==> src/rtl/spi_slave.sv <==
// SPI slave endpoint: receives one byte LSB-first on mosi, then returns one byte
// LSB-first on miso. sclk/cs/mosi are oversampled on clk through equal-depth synchronizers.
module spi_slave #(
  parameter int SYNC_STAGES = 2
) (
  input  logic       clk,
  input  logic       rst,
  input  logic       sclk,
  input  logic       cs,
  input  logic       mosi,
  input  logic [7:0] tx_data,
  output logic       miso,
  output logic [7:0] rx_data,
  output logic       rx_valid,
  output logic       done,
  output logic       busy
);

  typedef enum logic [1:0] {IDLE, RECV, SEND, WAIT_CS} state_t;

  state_t state, state_nxt;

  logic [SYNC_STAGES-1:0] sclk_sync, cs_sync, mosi_sync;
  logic       sclk_s, cs_s, mosi_s, sclk_prev;
  logic       rise, fall;
  logic [2:0] cnt;
  logic [7:0] tx_shift, rx_shift, rx_word;
  logic       cap_tx, rx_en, rx_last, tx_en, clr, done_set;

  assign sclk_s = sclk_sync[SYNC_STAGES-1];
  assign cs_s   = cs_sync[SYNC_STAGES-1];
  assign mosi_s = mosi_sync[SYNC_STAGES-1];
  assign rise   = sclk_s & ~sclk_prev;
  assign fall   = ~sclk_s & sclk_prev;
  assign busy   = (state != IDLE);

  // Synchronizer stage; cs idles high so its chain resets to 1
  always_ff @(posedge clk or posedge rst) begin
    if (rst) begin
      sclk_sync <= '0;
      cs_sync   <= '1;
      mosi_sync <= '0;
      sclk_prev <= 1'b0;
    end else begin
      sclk_sync <= {sclk_sync[SYNC_STAGES-2:0], sclk};
      cs_sync   <= {cs_sync[SYNC_STAGES-2:0], cs};
      mosi_sync <= {mosi_sync[SYNC_STAGES-2:0], mosi};
      sclk_prev <= sclk_s;
    end
  end

  always_ff @(posedge clk or posedge rst) begin
    if (rst) state <= IDLE;
    else     state <= state_nxt;
  end

  always_comb begin
    state_nxt    = state;
    cap_tx       = 1'b0;
    rx_en        = 1'b0;
    rx_last      = 1'b0;
    tx_en        = 1'b0;
    clr          = 1'b0;
    done_set     = 1'b0;
    rx_word      = rx_shift;
    rx_word[cnt] = mosi_s;
    case (state)
      IDLE: begin
        clr = 1'b1;
        if (!cs_s) begin
          cap_tx    = 1'b1;
          state_nxt = RECV;
        end
      end
      RECV: begin
        if (cs_s) begin
          clr       = 1'b1;
          state_nxt = IDLE;
        end else if (fall) begin
          if (cnt == 3'd7) begin
            rx_last   = 1'b1;
            state_nxt = SEND;
          end else begin
            rx_en = 1'b1;
          end
        end
      end
      SEND: begin
        if (cs_s) begin
          clr       = 1'b1;
          state_nxt = IDLE;
        end else if (rise) begin
          tx_en = 1'b1;
          if (cnt == 3'd7) state_nxt = WAIT_CS;
        end
      end
      WAIT_CS: begin
        if (cs_s) begin
          done_set  = 1'b1;
          clr       = 1'b1;
          state_nxt = IDLE;
        end
      end
      default: state_nxt = IDLE;
    endcase
  end

  // Shift/output stage: outputs land one clk after the synced edge strobe
  always_ff @(posedge clk or posedge rst) begin
    if (rst) begin
      miso     <= 1'b0;
      rx_data  <= '0;
      rx_valid <= 1'b0;
      done     <= 1'b0;
      cnt      <= '0;
      tx_shift <= '0;
      rx_shift <= '0;
    end else begin
      rx_valid <= rx_last;
      done     <= done_set;
      if (cap_tx) tx_shift <= tx_data;
      if (clr) begin
        miso <= 1'b0;
        cnt  <= '0;
      end else if (rx_en) begin
        rx_shift <= rx_word;
        cnt      <= cnt + 3'd1;
      end else if (rx_last) begin
        rx_shift <= rx_word;
        rx_data  <= rx_word;
        cnt      <= '0;
      end else if (tx_en) begin
        miso <= tx_shift[cnt];
        cnt  <= cnt + 3'd1;
      end
    end
  end

endmodule
==> config.mk <==
export PLATFORM = sky130hd
export DESIGN_NAME = spi_slave
export DESIGN_NICKNAME = d
export VERILOG_FILES = /design/src/rtl/spi_slave.sv
export SDC_FILE = /design/constraint.sdc
export NUM_CORES = 1
export LEC_CHECK = 0
export CAP_MARGIN = 20
export CORE_MARGIN = 2
export CORE_UTILIZATION = 45
export DETAILED_ROUTE_END_ITERATION = 7
export PLACE_DENSITY_LB_ADDON = 0.25
export SLEW_MARGIN = 20
export SYNTH_ARGS = -nofsm -noshare
export SYNTH_HDL_FRONTEND = slang
export SYNTH_SLANG_ARGS = --single-unit
export TNS_END_PERCENT = 100
==> constraint.sdc <==
create_clock -name clk -period 3.16 [get_ports clk]
set_input_delay 0.316 -clock clk [delete_from_list [all_inputs] [get_ports clk]]
set_output_delay 0.316 -clock clk [all_outputs]
set_load 0.005 [all_outputs]
==> metrics, run 1 <==
status finished, final reports clean; clock buffer depth 2; unrepaired setup endpoints after global routing no; Slew HR 0.588; mux contribution to synthesized area 0.167; largest area contributor in the netlist dfrtp_1; Post-Syn Area around 0.0018 mm²; Max Clock Freq 0.517 GHz; DRC 0; Die X between 60 and 70 µm; maxcap violations 0; power density cells around 440 mW/mm²; clock transition at the registers of the reported paths roughly 0.070 ns; Final Hold Violating Endpoints 0; clock root buffer clkbuf_8; grt total ovfl 0; CP max FO 7; kind of critical path reg2out; most frequent cells in the layout dfrtp_1, clkdlybuf4s50_1, nand2_1; Min-Delay Path Class reg2reg; Synth Flop Type dfrtp_1; clock buffer count from CTS 5; sequential element share of the synthesized area 0.542; die area 0.00453 mm²; area occupied by multi-input gates just under 800 µm²; startpoint types flip-flop; initial antenna violation count 0; setup violators final 0; # diodes 0; leading cell type in the layout, fill and taps excluded dfrtp_1; Synth Area in Compound Gates 0.0714; filler instances 322; Yosys Warn Count 0; drt via density approximately 5; top cells by area, synth dfrtp_1, mux2_2, mux2i_1, nand2_1, dfstp_2; async set or reset register ratio after synthesis 1.00; NumNets Final 190; largest net degree at the start of global routing 40; leakage power between 0.9 and 1 nW; HPWL Detailed 2220 µm; Reg area 978 µm²; adder-cell share of the synthesized area 0.0139; vias in the first global route 1141; Slew @ Worst Pin 0.618 ns; switching pwr 224 µW; cell count after synthesis 150; DIE HEIGHT 67.3 µm; Reg power frac 0.578; P_int 723 µW; CTS tree done; Total GRT Usage 0.159; largest family of logic cells by synthesized area simple AND/OR/NAND/NOR gates; Port Buffer Count 24; clock latency at the later pin of the worst-skew pair 0.30 ns; Post-CTS Setup Inserts 0; number of flops mapped to enable cells by yosys 0; Final Max Slew Viols 0; H-tree levels 2; clk sink count 39; XOR/XNOR share of the synthesized area 0; Worst EP required approximately 2.8 ns; Via Count 1120; worst hold margin 0.360 ns; Synth Area per Inst ~12 µm²; First DRT Iteration DRCs 59; core footprint 0.00394 mm²; initial core utilization 0.458; post-cts sizing count 0; final wirelength a little under 3000 µm; Critical Path AT 1.62 ns; row cnt 23; post-synth top area share 0.513; Synth Net Count 165; Final min period between 1.5 and 2 ns; Peak VDD IR 242 µV; area delta synth->final 19.8%; Sw Share 0.236; hold buffer count at cts 0; share of layout cells above drive strength 1 0.199; Clock power frac 0.343; placer congestion estimate 0.835; post-route ant nets 0; fin crit share 0.612; post-synthesis simple-gate area fraction 0.178; Gate power share 0.079; TritonRoute pass-1 iters 4; Seq cells post-synth 39; Ports 25; first-pass GRT wire length 5230 µm; wire per inst 13.1 µm; CP Capture Type output port; clock skew 0.0110 ns; total negative slack 0 ns; count of different cell masters after synthesis 38
==> synth_stat cells, drive strengths merged, types with 3 or more instances <==
| library cell | instances |
|---|---|
| dfrtp | 37 |
| nor2 | 12 |
| nand3 | 4 |
| nor2b | 3 |
| nand2b | 7 |
| mux2i | 11 |
| nand2 | 16 |
| a22o | 3 |
| buf | 6 |
| o21ai | 9 |
| nor3 | 3 |
| a21oi | 3 |
| mux2 | 17 |
==> routing by layer <==
metal | up-vias | share of wire | track usage
li1 | 566 | - | -
met2 | 25 | 0.48 | 0.261
met3 | 6 | 0.048 | 0.0500
met5 | - | 0 | 0
met1 | 523 | 0.45 | 0.191
met4 | 0 | 0.019 | 0.0689
==> flip-flops by register name, indices dropped and copies added, names as in the netlist, 2 cells and up <==
name / cells
rx_shift: 8
cnt: 3
sclk_sync: 2
mosi_sync: 2
rx_data: 8
cs_sync: 2
tx_shift: 8
state: 2
==> path summary, 6_finish.rpt <==
check,start,endpoint,slack [ns],cells past startpoint
max,state[0],busy,1.22,2
min,mosi_sync[0],mosi_sync[1],0.36,0
max reg2reg,cnt[1],cnt[0],1.30,5
min reg2reg,mosi_sync[0],mosi_sync[1],0.36,0
max in group asynchronous,rst,cs_sync[0],2.37,3
min in group asynchronous,rst,rx_shift[6],0.43,3
==> layout make-up <==
| class | instances | share of cell area |
|---|---|---|
| clock buffer | 5 | 0.0318 |
| inverter | 2 | 0.00347 |
| multi-input combinational | 102 | 0.359 |
| clock inverter | 3 | 0.00926 |
| timing repair buffer | 25 | 0.115 |
| sequential | 39 | 0.453 |
| tap | 50 | 0.0289 |
==> through the flow <==
stage	util	worst slack [ns]	area, µm²	std cells	power (mW)
3_3_place_gp	0.526	1.41	2070	218	0.629
5_1_grt	0.548	1.16	2160	226	1.00
2_1_floorplan	-	1.62	1810	150	0.603
3_5_place_dp	0.526	1.34	2070	218	0.634
6_report	0.548	1.22	2160	226	0.947
4_1_cts	0.548	1.22	2160	226	0.965
==> power by group through the flow <==
stage	logic, mW	clock network (mW)	registers [mW]
detailed placement	0.0773	0	0.557
global placement	0.0743	0	0.554
global route	0.0841	0.368	0.551
floorplan	0.0577	0	0.545
CTS	0.0777	0.340	0.547
finish	0.0752	0.325	0.547
==> cell families after synthesis <==
kind of cell    after synthesis
fa+ha+maj                     2
simple gates                 52
mux                          28
buf+inv                       9
compound gates               20
flops                        39
==> worst max-delay path, cell delays in order (launching register included) <==
cell	delay [ns]
dfrtp_1	0.47
or2_2	0.39
clkdlybuf4s50_1	0.46
Note: power is estimated with default switching activity, not from simulation.
==> run 2, diff against run 1 <==
==> constraint.sdc (replaced) <==
create_clock -name clk -period 1.61 [get_ports clk]
set_input_delay 0.161 -clock clk [delete_from_list [all_inputs] [get_ports clk]]
set_output_delay 0.161 -clock clk [all_outputs]
set_load 0.005 [all_outputs]
==> run 2 against run 1 <==
Compared with the run above:
- power up 95%
- sequential share of layout area decreased by 1.5 points
- wire length increased by 4.6%
- sequential power up 96%
- combinational power grew 110%
- worst setup slack got worse by 1.1 ns
- final area grew 3.7%
- die area unchanged
- first-iteration DRC count fell by 27%
- clock-buffer cell count rose by 2
- clock skew is 0.0040 ns lower
- register-to-register slack got worse by 1.2 ns
- largest cell class unchanged
==> metrics, run 2 (synthesis gave the netlist of run 1 again) <==
DIE HEIGHT 67.3 µm; Max Clock Freq roughly 0.65 GHz; worst hold margin ~0.22 ns; die area about 0.0045 mm²; unrepaired setup endpoints after global routing yes; TritonRoute pass-1 iters 4; CP max FO 3; Final min period 1.53 ns; placer congestion estimate 0.801; most frequent cells in the layout dfrtp_1, clkdlybuf4s50_1, nand2_1; Slew HR 0.716; initial core utilization 0.458; fin crit share 0.951; post-route ant nets 0; initial antenna violation count 0; final wirelength between 3000 and 4000 µm; Setup WS pre-CTS 0.0539 ns; share of layout cells above drive strength 1 0.240; Die X 67.3 µm; first-pass GRT wire length 5420 µm; Min-Delay Path Class in2async; clk sink count 39; Total GRT Usage 0.166; Worst Slack Setup Final ~0.079 ns; fin area ~0.0022 mm²; clock transition at the registers of the reported paths about 0.070 ns; vias in the first global route roughly 1200; drt via density 5.11; clock buffer depth 2; Peak VDD IR 524 µV; Final Hold Violating Endpoints 0; CTS tree done; Final Max Slew Viols 0; area delta synth->final 24.2%; grt total ovfl 0; met1 usage 0.204; Ports 25; clock root buffer clkbuf_8; Critical Path AT 1.76 ns; Port Buffer Count 24; row cnt 23; Worst EP required 1.84 ns; leakage power roughly 1 nW; setup violators final 0; total negative slack 0 ns; largest net degree at the start of global routing 40; Via Count 1190; clock skew 0.00698 ns; First DRT Iteration DRCs 43; Top Registers rx_data (8), rx_shift (8), tx_shift (8); clock buffer count from CTS 5; CP Capture Type flip-flop; startpoint types flip-flop; DRC 0; DP Area approximately 0.0021 mm²; maxcap violations 0; clock latency at the later pin of the worst-skew pair 0.29 ns; status finished, final reports clean; core footprint slightly below 0.004 mm²; Slew @ Worst Pin 0.426 ns; # diodes 0; gr busiest metal met2; GRT met2 Usage 0.256; wire per inst 13.3 µm; NumNets Final 197; H-tree levels 2; power density cells 824 mW/mm²; hold buffer count at cts 0; met3 Usage GRT 0.0633; HPWL Detailed between 2000 and 2500 µm; leading cell type in the layout, fill and taps excluded dfrtp_1; kind of critical path reg2reg
[run 2: worst max-delay path, stage by stage (launching register included)]
cell     delay (ns)
dfrtp_1        0.39
ha_1           0.21
ha_1           0.19
or3_4          0.40
a21oi_4        0.14
a22o_1         0.14
[run 2: per-stage QoR]
stage,total power [mW],std cells,util
after floorplan,1.18,150,-
after global placement,1.24,223,0.539
after detailed placement,1.25,223,0.539
after CTS,1.88,232,0.562
after global routing,1.96,233,0.569
final,1.85,233,0.569
[run 2: repair_timing]
item,4_1_cts,5_1_grt
setup buffers,1,1
setup endpoints to repair,1,8
pin swaps,1,3
resized for setup,4,4
[run 2: layout make-up]
cell class,count,area (µm²)
multi-input combinational,102,795
fill,312,1700
clock inverter,1,5.00
clock buffer,7,76.3
tap,50,62.6
inverter,2,7.51
sequential,39,981
timing repair buffer,32,315
[run 2: final timing paths]
kind / startpoint / to / slack [ns] / cells past startpoint
min in group clk: cs / cs_sync[0] / 0.27 / 1
max in group asynchronous: rst / cs_sync[0] / 1.14 / 3
hold / removal: rst / mosi_sync[0] / 0.22 / 3
hold reg to reg: sclk_sync[0] / sclk_sync[1] / 0.35 / 0
setup reg to reg: cnt[0] / cnt[1] / 0.08 / 5
setup / recovery: cnt[0] / cnt[1] / 0.08 / 5
[run 2: where the power goes]
part | switching, mW | internal, mW
clock | 0.314 | 0.304
sequential | 0.0406 | 1.03
combinational | 0.0641 | 0.0941
[run 2: per-layer routing]
metal | vias up | wire, µm
met1 | 580 | 1390
li1 | 581 | -
met2 | 24 | 1500
met4 | 0 | 66
met5 | - | 0
met3 | 5 | 141
==> run 3, diff against run 2 <==
--- a/config.mk
+++ b/config.mk
@@ -10,6 +10,7 @@
 export CORE_UTILIZATION = 45
 export DETAILED_ROUTE_END_ITERATION = 7
 export PLACE_DENSITY_LB_ADDON = 0.25
+export RECOVER_POWER = 50
 export SLEW_MARGIN = 20
 export SYNTH_ARGS = -nofsm -noshare
 export SYNTH_HDL_FRONTEND = slang
==> constraint.sdc (replaced) <==
create_clock -name clk -period 1.61 [get_ports clk]
set_input_delay 0.483 -clock clk [delete_from_list [all_inputs] [get_ports clk]]
set_output_delay 0.483 -clock clk [all_outputs]
set_load 0.005 [all_outputs]
==> run 3 against run 2 <==
Compared with the run above:
- worst setup slack lost 0.0012 ns
- global-route usage about the same
- die area unchanged
- critical path type is now reg2out
- critical endpoint is now busy
- largest power group unchanged
==> metrics, run 3 (synthesis gave the netlist of run 1 again) <==
share of layout cells above drive strength 1 0.266; Final min period 1.53 ns; hold buffer count at cts 0; Final Hold Violating Endpoints 0; Critical Path AT 1.05 ns; post-route ant nets 0; final wirelength 3110 µm; area delta synth->final 25.9%; crit-path cells or2_4 -> buf_2; total power 1.95 mW; Ports 25; Worst Slack Setup Final 0.0779 ns; row cnt 23; kind of critical path reg2out; placer congestion estimate around 0.77; Buf/Inv on CP 1; Setup WS pre-CTS 0.00830 ns; Core Util, Final 0.577; NumNets Final 202; unrepaired setup endpoints after global routing no; drt via density 5.01; leading cell type in the layout, fill and taps excluded dfrtp_1; initial antenna violation count 0; CTS tree done; Reg area about 980 µm²; Slew @ Worst Pin approximately 0.85 ns; clock buffer count from CTS 5; die area roughly 0.0045 mm²; Die X between 60 and 70 µm; power density cells 859 mW/mm²; area occupied by multi-input gates roughly 800 µm²; wire per inst 13.1 µm; CP Capture Type output port; grt total ovfl 0; Max Clock Freq ~0.65 GHz; clock root buffer clkbuf_8; TritonRoute pass-1 iters 4; DIE HEIGHT 67.3 µm; initial core utilization 0.458; HPWL Detailed between 2000 and 2500 µm; Worst EP required 1.13 ns; Crit path largest cell delay 0.38 ns; fin area roughly 0.0023 mm²; largest net degree at the start of global routing 40; Final Max Slew Viols 0; clock latency at the later pin of the worst-skew pair roughly 0.29 ns; fin crit share 0.952; filler instances around 320; H-tree levels 2; startpoint types flip-flop; setup violators final 0; clock transition at the registers of the reported paths about 0.070 ns; most frequent cells in the layout dfrtp_1, nand2_1, mux2_2; leakage power between 1 and 1.5 nW; worst hold margin approximately 0.35 ns; clock buffer depth 2; Slew HR 0.433; clk sink count 39; CP max FO 2; DRC 0; Final Non-Filler Cells 238; first-pass GRT wire length 5480 µm; total negative slack 0 ns; slowest CP cell dfrtp_1; Total GRT Usage 0.166; status finished, final reports clean; First DRT Iteration DRCs between 40 and 50; maxcap violations 0; Top Registers rx_data (8), rx_shift (8), tx_shift (8); # diodes 0; DP Area 0.00215 mm²; Port Buffer Count 24; Inst Count DP 226; Peak VDD IR 583 µV; Via Count ~1200; family with the most delay on the worst path flip-flops; core footprint 0.00394 mm²; clock skew 0.00637 ns; Min-Delay Path Class reg2reg; vias in the first global route around 1200
## run 3: timing repair
action / CTS / global route
endpoints found under the setup margin: 10 / 9
pin swaps: 0 / 1
gates resized for setup: 13 / 7
buffers inserted: 4 / 0
gates cloned: 0 / 0
## run 3: final timing paths
path | startpoint | to | slack (ns) | depth (start not counted)
worst max-delay path | state[0] | busy | 0.08 | 2
worst max register to register | cnt[0] | cnt[2] | 0.08 | 5
max in group asynchronous | rst | sclk_sync[1] | 0.28 | 3
worst min register to register | sclk_sync[0] | sclk_sync[1] | 0.35 | 0
worst min-delay path | sclk_sync[0] | sclk_sync[1] | 0.35 | 0
min in group asynchronous | rst | rx_shift[4] | 0.75 | 3
## run 3: where the power goes
part           internal, mW  switching, mW  leakage, nW
clock                 0.389          0.339       0.0505
combinational        0.0910         0.0658        0.551
sequential             1.03         0.0369        0.502
## run 3: cell type report
| cell class | instances | area share |
|---|---|---|
| tap | 50 | 0.0275 |
| clock buffer | 7 | 0.0424 |
| inverter | 2 | 0.00330 |
| multi-input combinational | 102 | 0.348 |
| clock inverter | 1 | 0.00330 |
| sequential | 39 | 0.431 |
| timing repair buffer | 37 | 0.144 |
## run 3: routing by layer
metal / GRT usage / vias up / routed length (µm)
met2: 0.262 / 27 / 1520
met1: 0.207 / 566 / 1390
li1: - / 594 / -
met4: 0.0689 / 0 / 56
met5: 0 / - / 0
met3: 0.0567 / 5 / 142
